## src/rtl/uart_tx.sv

```systemverilog
// uart_tx: 8N1/8N2 UART transmitter with valid/ready byte input; define UART_TX_PARITY_EN to add a parity bit
module uart_tx #(
   parameter int CLK_FREQ   = 50000000,
   parameter int BAUD_RATE  = 115200,
   parameter int STOP_BITS  = 1,
   parameter int PARITY_ODD = 0
) (
   input  logic       clk,
   input  logic       rst_n,
   input  logic [7:0] tx_data_i,
   input  logic       tx_valid_i,
   output logic       tx_ready_o,
   output logic       tx_o,
   output logic       tx_busy_o,
   output logic       tx_done_o
);
   localparam int BAUD_TICK = CLK_FREQ / BAUD_RATE;
   localparam int BW = (BAUD_TICK < 2) ? 1 : $clog2(BAUD_TICK);
   if (STOP_BITS < 1 || STOP_BITS > 2 || BAUD_TICK < 2 || PARITY_ODD < 0 || PARITY_ODD > 1) begin : g_bad_params
      $error("uart_tx: STOP_BITS must be 1 or 2, BAUD_TICK >= 2, PARITY_ODD 0 or 1");
   end
`ifdef UART_TX_PARITY_EN
   typedef enum logic [2:0] {IDLE, START, DATA, PARITY, STOP} state_t;
`else
   typedef enum logic [2:0] {IDLE, START, DATA, STOP} state_t;
`endif
   state_t         state, state_nxt;
   logic [BW-1:0]  baud_cnt, baud_nxt;
   logic [2:0]     bit_cnt, bit_nxt;
   logic [7:0]     shift, shift_nxt;
   logic           tx_nxt, done_nxt, bit_end;
`ifdef UART_TX_PARITY_EN
   logic           par, par_nxt;
`endif
   assign tx_ready_o = (state == IDLE);
   assign tx_busy_o  = !tx_ready_o;
   assign bit_end    = (baud_cnt == BW'(BAUD_TICK - 1));
   // next-state, counters and the registered line value for the following cycle
   always_comb begin
      state_nxt = state;
      baud_nxt  = (state == IDLE || bit_end) ? '0 : baud_cnt + BW'(1);
      bit_nxt   = bit_cnt;
      shift_nxt = shift;
      done_nxt  = 1'b0;
`ifdef UART_TX_PARITY_EN
      par_nxt   = par;
`endif
      case (state)
         IDLE: if (tx_valid_i) begin
            state_nxt = START;
            bit_nxt   = '0;
            shift_nxt = tx_data_i;
`ifdef UART_TX_PARITY_EN
            par_nxt   = ^tx_data_i ^ PARITY_ODD[0];
`endif
         end
         START: if (bit_end) state_nxt = DATA;
         DATA: if (bit_end) begin
            shift_nxt = shift >> 1;
            bit_nxt   = bit_cnt + 3'd1;
`ifdef UART_TX_PARITY_EN
            if (bit_cnt == 3'd7) state_nxt = PARITY;
`else
            if (bit_cnt == 3'd7) state_nxt = STOP;
`endif
         end
`ifdef UART_TX_PARITY_EN
         PARITY: if (bit_end) state_nxt = STOP;
`endif
         STOP: if (bit_end) begin
            bit_nxt = bit_cnt + 3'd1;
            if (bit_cnt == 3'(STOP_BITS - 1)) begin
               state_nxt = IDLE;
               bit_nxt   = '0;
               done_nxt  = 1'b1;
            end
         end
         default: state_nxt = IDLE;
      endcase
`ifdef UART_TX_PARITY_EN
      tx_nxt = (state_nxt == START) ? 1'b0 : (state_nxt == DATA) ? shift_nxt[0] : (state_nxt == PARITY) ? par_nxt : 1'b1;
`else
      tx_nxt = (state_nxt == START) ? 1'b0 : (state_nxt == DATA) ? shift_nxt[0] : 1'b1;
`endif
   end
   // state and datapath registers; reset aborts any frame and forces the line idle
   always_ff @(posedge clk or negedge rst_n) begin
      if (!rst_n) begin
         state     <= IDLE;
         baud_cnt  <= '0;
         bit_cnt   <= '0;
         shift     <= '0;
         tx_o      <= 1'b1;
         tx_done_o <= 1'b0;
      end else begin
         state     <= state_nxt;
         baud_cnt  <= baud_nxt;
         bit_cnt   <= bit_nxt;
         shift     <= shift_nxt;
         tx_o      <= tx_nxt;
         tx_done_o <= done_nxt;
      end
   end
`ifdef UART_TX_PARITY_EN
   // parity of the accepted byte, held for the parity bit
   always_ff @(posedge clk or negedge rst_n) begin
      if (!rst_n) par <= 1'b0;
      else        par <= par_nxt;
   end
`endif
endmodule

```

## config.mk

```make
export PLATFORM = sky130hd
export DESIGN_NAME = uart_tx
export DESIGN_NICKNAME = d
export VERILOG_FILES = /design/src/rtl/uart_tx.sv
export SDC_FILE = /design/constraint.sdc
export NUM_CORES = 1
export LEC_CHECK = 0
export BUFFER_PORTS_ARGS = -buffer_cell sky130_fd_sc_hd__buf_4
export CAP_MARGIN = 20
export CELL_PAD_IN_SITES_DETAIL_PLACEMENT = 1
export CELL_PAD_IN_SITES_GLOBAL_PLACEMENT = 1
export CORE_UTILIZATION = 46
export CTS_BUF_LIST = sky130_fd_sc_hd__clkbuf_4
export DETAILED_ROUTE_END_ITERATION = 12
export PLACE_DENSITY_LB_ADDON = 0.1
export SETUP_SLACK_MARGIN = 0.02
export SLEW_MARGIN = 10
export SYNTH_ARGS = -nofsm -noshare
export SYNTH_HDL_FRONTEND = slang
export SYNTH_SLANG_ARGS = --single-unit
```

## constraint.sdc

```tcl
create_clock -name clk -period 2.6 [get_ports clk]
set_clock_uncertainty 0.15 [all_clocks]
set_input_delay 0.52 -clock clk [delete_from_list [all_inputs] [get_ports clk]]
set_output_delay 0.52 -clock clk [all_outputs]
set_load 0.01 [all_outputs]
```

==> metrics, run 1 <==
Die Footprint 0.00303 mm^2; TritonCTS clock tree built; maximum root-to-sink buffer count 2; HPWL after DPL 1910 um; DR vias 941; worst-case reg-to-reg path depth 5; Arrival @ worst endpoint 2.20 ns; drt total wl 2620 um; biggest fanout along the worst timing path 10; final RePlAce weighted congestion 0.779; input/output buffers 14; global-route wire length before repair 4190 um; post-synth top area cell dfrtp_1; worst-path cell chain nor4b_1, and4_1, a21o_2, nand2_1, a22o_1; count of H-tree levels built during CTS 1; count of state elements after synthesis 25; width of the die 55.0 um; endpoint required time on the critical path 2.67 ns; total I/O pin count 15; number of distinct library cells after synthesis 39; Reg clk slew, reported paths 0.13 ns; number of antenna cells inserted 0; most instantiated cells after synthesis dfrtp_1 (24), nor2_1 (12), inv_1 (9), nand2_1 (8); gate count after technology mapping 126; share of power burned in the clock network 24.2%; Initial Utilization 50.4%; Net Count, Synth 142; worst-path cell with the longest stage delay dfrtp_1; area share of the leading cell type in the synthesized netlist 46.4%; element type at the critical path end flip-flop; Layout Area Growth over Synthesis 9.96%; Comb power frac 14.3%; proportion of synthesized chip area in sequential cells 48.5%; final critical path time including I/O delays and setup 2.13 ns; overall overflow remaining after global route 0; maximum clock frequency 469 MHz; synthesized area divided by synthesized cell count 10.3 um^2; core box area 0.00257 mm^2; number of buffers added for setup after CTS 0; die boundary height 55.0 um; insertion delay to the later sink of the worst-skew pair 0.31 ns; number of endpoints with negative hold slack in the final report 0; DRC violation total after the first TritonRoute iteration 10; kind of start point of the critical path flip-flop; Worst Path Class, Setup reg -> reg; Worst Min Path Start tx_data_i[7]; max cap viols 0; post-route cell area 0.00142 mm^2; Buffers & Inverters on Critical Path 0; worst stage delay on the critical path 0.47 ns; Reg power frac 61.5%; sinks on the clock net 25; leakage component of the power 0.000690 uW; routed length per instance 15.5 um; post_cts resized 0; main flop type after synthesis dfrtp_1; cell with the most instances after synthesis dfrtp_1; via count of the first global-routing pass 893; net count of the finished layout 156; number of enable flip-flop cells after synthesis 0; number of DRC violations after detailed routing 0; final count of negative-setup-slack endpoints 0; number of cells in the design after placement 164; setup repair after global routing missed its margin false; worst-case vdd ir drop 0.371 mV; Detail Route Antenna Nets 0; setup tns final 0 ns; worst r2r src baud_cnt[2]$_DFF_PN0_; outcome finished, final reports clean; fraction of layout cells with a size suffix above 1 21.6%; post-detailed-placement cell area 0.00138 mm^2; Reg-to-Reg End shift[7]$_DFFE_PN0P_; vias per cell 5.57; share of synthesized flip-flops with an asynchronous set or reset 100%; switching pwr 206 uW; family with the most delay on the worst path simple AND/OR/NAND/NOR gates; hold_buf cts 1; design internal power 553 uW; classification of the worst-slack hold path in -> reg; all-layer global routing usage 19.7%; switching share of power 27.1%; Synth warnings 0; floorplan row count 18; total clock buffers created by CTS 3; largest net degree at the start of global routing 26; number of antenna violations at the first check in global routing 0; total power density per cell area 534 mW/mm^2; worst reg-to-reg setup slack 0.47 ns; Worst Hold End shift[7]$_DFFE_PN0P_; number of max-slew violations in the final report 0; worst hold path depth 2; largest cells by area after synthesis dfrtp_1 (46%), ha_1 (4.8%), a22o_2 (4.6%); final worst-path cycle share 82.1%; Clock Root Buffer clkbuf_4; filler-free cell count of the finished design 169; number of iterations in the first detailed-routing pass 4; Netlist Area Pre-Place 0.00129 mm^2
per-stage QoR:
step | worst slack (ns) | utilization, % | total power [uW] | hold WS [ns]
2_1_floorplan | 0.776 | - | 536 | 0.0744
3_3_place_gp | 0.628 | 53.8 | 573 | 0.287
3_5_place_dp | 0.509 | 53.8 | 585 | 0.296
4_1_cts | 0.475 | 55.4 | 768 | 0.264
5_1_grt | 0.334 | 55.4 | 804 | 0.265
6_report | 0.467 | 55.4 | 759 | 0.273
routing by layer:
metal,part of all wire [%],vias up,global-route usage [%]
met5,0,-,0
met4,0.84,0,6.25
met3,2.7,4,2.73
met2,43,14,29.3
met1,53,460,29.4
li1,-,463,-
power by group through the flow:
stage | logic [uW] | registers [uW] | clock network, uW
final | 109 | 467 | 184
after global routing | 125 | 475 | 204
after CTS | 112 | 467 | 189
after detailed placement | 109 | 475 | 0
after global placement | 104 | 469 | 0
after floorplan | 73.9 | 463 | 0
state kept, by name (all words and copies together), names as in the netlist:
name	count
baud_cnt	9
shift	8
bit_cnt	3
state	3
tx_done_o	1
tx_o	1
worst reg2reg max path: stages (launching register included):
cell,delay (ns)
dfrtp_1,0.47
nor4b_1,0.30
and4_1,0.46
a21o_2,0.19
nand2_1,0.18
a22o_1,0.29
placed cells by master, fill, tap and decap left out, types with 3 or more instances in the layout:
cell type | synthesis | routed
a22o_2 | 6 | 6
a21oi_1 | 3 | 3
buf_4 | 0 | 14
nand3_1 | 4 | 4
clkbuf_4 | 0 | 4
xnor2_1 | 4 | 4
dfrtp_1 | 24 | 24
o21ai_0 | 5 | 5
nand2_1 | 8 | 8
nor2b_1 | 3 | 3
inv_1 | 9 | 9
nor2_1 | 12 | 12
ha_1 | 5 | 5
a21o_1 | 6 | 6
logic make-up after synthesis:
kind of cell               synth area share, %
adders and majority gates                 4.84
other                                    0.290
DFF                                       48.5
buffers and inverters                     6.77
and+or+nand+nor                           16.7
AOI/OAI and AO/OA                         18.9
xor gates and xnor gates                  4.06
layout make-up:
type / count / area [um^2]
fillers: 307 / 1140
flip-flops and latches: 25 / 627
multi-input cells: 86 / 579
repair buffers: 15 / 115
well taps: 30 / 37.5
inverters: 9 / 33.8
clock buffers: 4 / 30.0
worst max path at each step:
stage,from,to,slack [ns],depth (start not counted)
after CTS,baud_cnt[2]$_DFF_PN0_,shift[7]$_DFFE_PN0P_,0.47,5
after detailed placement,baud_cnt[2]$_DFF_PN0_,shift[7]$_DFFE_PN0P_,0.51,5
after global placement,baud_cnt[2]$_DFF_PN0_,shift[7]$_DFFE_PN0P_,0.63,5
after global routing,baud_cnt[2]$_DFF_PN0_,shift[7]$_DFFE_PN0P_,0.33,5
final,baud_cnt[2]$_DFF_PN0_,shift[7]$_DFFE_PN0P_,0.47,5
after floorplan,baud_cnt[0]$_DFF_PN0_,shift[1]$_DFFE_PN0P_,0.78,7
(Power assumes the default switching activity.)
==> run 2, diff against run 1 <==
--- a/config.mk
+++ b/config.mk
@@ -5,11 +5,12 @@
 export SDC_FILE = /design/constraint.sdc
 export NUM_CORES = 1
 export LEC_CHECK = 0
+export ABC_AREA = 1
 export BUFFER_PORTS_ARGS = -buffer_cell sky130_fd_sc_hd__buf_4
 export CAP_MARGIN = 20
 export CELL_PAD_IN_SITES_DETAIL_PLACEMENT = 1
 export CELL_PAD_IN_SITES_GLOBAL_PLACEMENT = 1
-export CORE_UTILIZATION = 46
+export CORE_UTILIZATION = 41
 export CTS_BUF_LIST = sky130_fd_sc_hd__clkbuf_4
 export DETAILED_ROUTE_END_ITERATION = 12
 export PLACE_DENSITY_LB_ADDON = 0.1
==> constraint.sdc (replaced) <==
create_clock -name clk -period 1.8 [get_ports clk]
set_clock_uncertainty 0.15 [all_clocks]
set_input_delay 0.36 -clock clk [delete_from_list [all_inputs] [get_ports clk]]
set_output_delay 0.36 -clock clk [all_outputs]
set_load 0.01 [all_outputs]
==> metrics, run 2 <==
outcome finished, violations left; failing checks design-rule violations; count of state elements after synthesis 25 (unchanged); TritonCTS clock tree built; number of distinct library cells after synthesis 26 (-33%); overall overflow remaining after global route 0 (unchanged); leakage component of the power 0.000754 uW (+9.3%); count of H-tree levels built during CTS 1 (unchanged); final worst-path cycle share 93.3%; Arrival @ worst endpoint 1.17 ns (-1.03 ns); Net Count, Synth 163 (+15%); number of enable flip-flop cells after synthesis 0 (unchanged); gate count after technology mapping 147 (+17%); post-route cell area 0.00151 mm^2 (+6.2%); Layout Area Growth over Synthesis 17.3%; DRC violation total after the first TritonRoute iteration 28 (+18); number of antenna violations at the first check in global routing 0 (unchanged); final RePlAce weighted congestion 0.802 (+3.0%); maximum root-to-sink buffer count 2 (unchanged); area share of the leading cell type in the synthesized netlist 46.6% (+0.18 points); final count of negative-setup-slack endpoints 0 (unchanged); share of synthesized flip-flops with an asynchronous set or reset 100% (unchanged); biggest fanout along the worst timing path 4 (-6); number of DRC violations after detailed routing 1 (+1); die boundary height 58.1 um (+5.5%); number of iterations in the first detailed-routing pass 8 (+4); core box area 0.00288 mm^2 (+12%); Comb power frac 18.1% (+3.8 points); max FFs per register 9 (unchanged); fraction of layout cells with a size suffix above 1 25.0% (+3.4 points); final critical path time including I/O delays and setup 1.68 ns; number of antenna cells inserted 0 (unchanged); floorplan row count 19 (+1); largest net degree at the start of global routing 26 (unchanged); Netlist Area Pre-Place 0.00129 mm^2 (-0.39%); sinks on the clock net 25 (unchanged); main flop type after synthesis dfrtp_1; setup repair after global routing missed its margin false; share of power burned in the clock network 22.7% (-1.5 points); design internal power 804 uW (+45%); global-route wire length before repair 4800 um (+14%); largest cells by area after synthesis dfrtp_1 (47%), nand2_1 (8.2%), ha_1 (4.9%); Initial Utilization 44.8% (-5.6 points); commonest non-fill, non-tap cell in the layout nand2_1; Reg clk slew, reported paths 0.15 ns (+0.02 ns); maximum clock frequency 595 MHz; total power density per cell area 756 mW/mm^2 (+42%); synthesized area divided by synthesized cell count 8.77 um^2 (-15%); number of max-slew violations in the final report 0 (unchanged); Clock Root Buffer clkbuf_4; kind of start point of the critical path flip-flop; routed length per instance 13.0 um (-16%); total I/O pin count 15 (unchanged); Reg power frac 59.3% (-2.2 points); Die Footprint 0.00337 mm^2 (+11%); insertion delay to the later sink of the worst-skew pair 0.32 ns (about the same); total clock buffers created by CTS 3 (unchanged); endpoint required time on the critical path 1.29 ns (-1.38 ns); drt total wl 2720 um (+4.1%); HPWL after DPL 2090 um (+8.9%); DR vias 1,050 (+12%); largest registers ranked by flip-flop count baud_cnt: 9 flops, shift: 8 flops; input/output buffers 14 (unchanged); switching pwr 339 uW (+65%); Synth warnings 0 (unchanged); most instantiated cells after synthesis nand2_1 (28), dfrtp_1 (24), nor2_1 (16), inv_1 (14), nand3_1 (8); most flop-heavy register baud_cnt; Worst Path Class, Setup reg -> out; switching share of power 29.6% (+2.5 points); all-layer global routing usage 18.5% (-1.3 points); via count of the first global-routing pass 1,085 (+22%); net count of the finished layout 185 (+19%); classification of the worst-slack hold path in -> reg; worst-case vdd ir drop 0.396 mV (+6.6%); element type at the critical path end output pin; setup tns final 0 ns (unchanged); max cap viols 0 (unchanged); vias per cell 5.00 (-10%); most frequent cells in the layout nand2_1 (27), dfrtp_1 (24), nor2_1 (16), buf_4 (16), inv_1 (14); cell with the most instances after synthesis nand2_1; width of the die 58.1 um (+5.5%); proportion of synthesized chip area in sequential cells 48.6% (+0.19 points); Detail Route Antenna Nets 0 (unchanged); post-synth top area cell dfrtp_1; number of endpoints with negative hold slack in the final report 0 (unchanged); post-detailed-placement cell area 0.00145 mm^2 (+4.6%); final core area utilization 52.5% (-2.9 points)
-- run 2: timing repair --
item,4_1_cts,5_1_grt
setup buffers,0,2
hold endpoints to repair,24,0
gates resized for setup,0,3
hold buffers,1,0
setup endpoints to repair,0,5
-- run 2: kinds of logic after synthesis --
logic type | Yosys count | share of synthesized area [%]
buf+inv | 20 | 5.83
flops | 25 | 48.6
compound gates | 18 | 8.84
other cells | 1 | 0.291
simple gates | 78 | 31.6
fa+ha+maj | 5 | 4.85
-- run 2: cell type report --
cell class,count,area (um^2)
Fill cell,341,1370
Tap cell,42,52.6
Clock inverter,1,7.51
Multi-Input combinational cell,102,597
Inverter,20,75.1
Clock buffer,3,22.5
Sequential cell,25,627
Timing Repair Buffer,17,130
-- run 2: path summary, 6_finish.rpt --
| path | startpoint | end | slack [ns] | depth (start not counted) |
|---|---|---|---|---|
| worst max-delay path | state[2]$_DFF_PN0_ | tx_ready_o | 0.12 | 4 |
| worst min-delay path | tx_data_i[3] | shift[3]$_DFFE_PN0P_ | 0.1 | 3 |
| worst max register to register | baud_cnt[1]$_DFF_PN0_ | tx_o$_DFF_PN1_ | 0.16 | 10 |
| worst min register to register | shift[3]$_DFFE_PN0P_ | shift[3]$_DFFE_PN0P_ | 0.35 | 2 |
| max in group asynchronous | rst_n | tx_o$_DFF_PN1_ | 0.91 | 2 |
| min in group asynchronous | rst_n | baud_cnt[6]$_DFF_PN0_ | 0.31 | 2 |
-- run 2: power groups by stage --
stage	clock [uW]	combinational (uW)	sequential, uW
floorplan	0	129	680
global placement	0	190	686
detailed placement	0	201	689
CTS	275	204	678
global route	297	240	688
finish	259	207	677
-- run 2: metal layers --
layer / GRT usage (%) / vias to the layer above / share of wire [%]
met2: 30.5 / 11 / 50
li1: - / 518 / -
met1: 25.2 / 517 / 46
met4: 6.12 / 0 / 1.5
met5: 0 / - / 0
met3: 2.01 / 4 / 2.2
-- run 2: worst max-delay path: stages, from the launching register on --
cell and delay (ns):
dfrtp_1 0.46, inv_2 0.10, nand3_4 0.10, inv_1 0.07, buf_4 0.11
-- run 2: per-stage QoR --
stage	cells	setup slack, ns	hold WS, ns	power [uW]
after floorplan	147	0.316	-0.0856	809
after global placement	203	0.213	0.128	877
after detailed placement	203	0.138	0.135	890
after CTS	208	0.0699	0.0929	1160
after global routing	210	0.0159	0.0835	1220
final	210	0.120	0.0983	1140
==> run 3, diff against run 2 <==
--- a/config.mk
+++ b/config.mk
@@ -13,7 +13,7 @@
 export CORE_UTILIZATION = 41
 export CTS_BUF_LIST = sky130_fd_sc_hd__clkbuf_4
 export DETAILED_ROUTE_END_ITERATION = 12
-export PLACE_DENSITY_LB_ADDON = 0.1
+export PLACE_DENSITY = 0.8
 export SETUP_SLACK_MARGIN = 0.02
 export SLEW_MARGIN = 10
 export SYNTH_ARGS = -nofsm -noshare
==> metrics, run 3 (same netlist as run 2, synthesis figures left out) <==
maximum clock frequency 588 MHz (-1.2%); fraction of layout cells with a size suffix above 1 26.5% (+1.5 points); routed length per instance 13.7 um (+5.3%); core box area 0.00288 mm^2 (unchanged); number of max-slew violations in the final report 0 (unchanged); Detail Route Antenna Nets 0 (unchanged); total I/O pin count 15 (unchanged); overall overflow remaining after global route 0 (unchanged); Clock Root Buffer clkbuf_4; setup tns final 0 ns (unchanged); TritonCTS clock tree built; largest net degree at the start of global routing 26 (unchanged); worst-path cell chain inv_2, nand3_2, inv_1, buf_4; input/output buffers 14 (unchanged); biggest fanout along the worst timing path 6 (+2); all-layer global routing usage 19.6% (+1.1 points); Die Footprint 0.00337 mm^2 (unchanged); total clock buffers created by CTS 3 (unchanged); Fill cells 358 (+5.0%); final critical path time including I/O delays and setup 1.70 ns (+0.0206 ns); worst-path cell with the longest stage delay dfrtp_1; Layout Area Growth over Synthesis 18.3%; drt total wl 2900 um (+6.3%); number of antenna cells inserted 0 (unchanged); worst-case vdd ir drop 0.311 mV (-21%); number of endpoints with negative hold slack in the final report 0 (unchanged); Arrival @ worst endpoint 1.19 ns (+0.02 ns); setup repair after global routing missed its margin false; most flop-heavy register baud_cnt; floorplan row count 19 (unchanged); count of H-tree levels built during CTS 1 (unchanged); sinks on the clock net 25 (unchanged); Worst Path Class, Setup reg -> out; die boundary height 58.1 um (unchanged); classification of the worst-slack hold path in -> reg; element type at the critical path end output pin; max cap viols 0 (unchanged); maximum root-to-sink buffer count 2 (unchanged); vias per cell 4.98 (-0.47%); global-route wire length before repair 5070 um (+5.8%); total power density per cell area 758 mW/mm^2 (+0.26%); endpoint required time on the critical path 1.29 ns (about the same); Initial Utilization 44.8% (unchanged); final core area utilization 53.0% (+0.48 points); largest registers ranked by flip-flop count baud_cnt: 9 flops, shift: 8 flops; kind of start point of the critical path flip-flop; max FFs per register 9 (unchanged); outcome finished, final reports clean; final RePlAce weighted congestion 0.863 (+7.6%); HPWL after DPL 2170 um (+3.9%); Reg clk slew, reported paths 0.15 ns (about the same); final count of negative-setup-slack endpoints 0 (unchanged); number of DRC violations after detailed routing 0 (-1); width of the die 58.1 um (unchanged); most frequent cells in the layout nand2_1 (28), dfrtp_1 (24), buf_4 (18); insertion delay to the later sink of the worst-skew pair 0.32 ns (about the same); DRC violation total after the first TritonRoute iteration 31 (+11%); commonest non-fill, non-tap cell in the layout nand2_1; leakage component of the power 0.000768 uW (+1.9%); worst stage delay on the critical path 0.42 ns (-0.04 ns); final worst-path cycle share 94.5% (+1.1 points); number of iterations in the first detailed-routing pass 4 (-4); number of antenna violations at the first check in global routing 0 (unchanged); net count of the finished layout 187 (+1.1%); via count of the first global-routing pass 1,130 (+4.1%); DR vias 1,055 (+0.48%)
==> run 3: cell types whose count changed in the layout (fill, tap and decap cells not counted), sizes merged <==
cell,change
clkinvlp,-1
buf,+2
clkbuf,+1
==> run 3: final timing paths <==
path	from	to	slack, ns	cells past startpoint
max	state[0]$_DFF_PN0_	tx_ready_o	0.1	4
min	tx_data_i[7]	shift[7]$_DFFE_PN0P_	0.12	2
max reg2reg	baud_cnt[1]$_DFF_PN0_	bit_cnt[2]$_DFFE_PN0P_	0.14	9
min reg2reg	shift[0]$_DFF_PN0_	shift[0]$_DFF_PN0_	0.35	2
max in group asynchronous	rst_n	tx_o$_DFF_PN1_	0.88	2
min in group asynchronous	rst_n	baud_cnt[5]$_DFF_PN0_	0.31	2
==> run 3: layout make-up <==
type                            instances  area (um^2)  share of cell area [%]
Clock buffer                            4         30.0                    1.97
Inverter                               20         75.1                    4.92
Multi-Input combinational cell        102          596                    39.0
Sequential cell                        25          627                    41.1
Tap cell                               42         52.6                    3.45
Timing Repair Buffer                   19          145                    9.52
==> run 3: stage by stage <==
stage / worst slack, ns / total power, uW / hold slack (ns) / cell area (um^2) / std cells
finish: 0.0992 / 1160 / 0.123 / 1530 / 212
global route: 0.0222 / 1230 / 0.119 / 1530 / 212
CTS: 0.0857 / 1160 / 0.112 / 1490 / 208
detailed placement: 0.184 / 893 / 0.133 / 1450 / 203
global placement: 0.228 / 873 / 0.128 / 1450 / 203
floorplan: 0.316 / 809 / -0.0856 / 1290 / 147
==> run 3: critical path, delay by kind of cell, from the launching register on <==
family        cells  cell delay, ns
buf+inv           3            0.30
flops             1            0.42
simple gates      1            0.15
==> run 3: report_power, final <==
group	switching [uW]	leakage [uW]	internal, uW
Combinational	120	0.000426	88.5
Sequential	49.3	0.000324	631
Clock	166	0.0000184	101
==> run 3: layer usage <==
layer	track usage (%)	wire length, um	up-vias	part of all wire [%]
met5	0	0	-	0
met4	5.78	38	0	1.3
met3	2.68	81	4	2.8
met2	35.1	1490	14	52
met1	24.4	1280	515	44
li1	-	-	522	-
==> run 3: timing repair <==
action | CTS | global route
setup buffers | 0 | 4
resized for setup | 0 | 3
hold buffers | 1 | 0
endpoints found under the setup margin | 0 | 5
endpoints found under the hold margin | 24 | 0
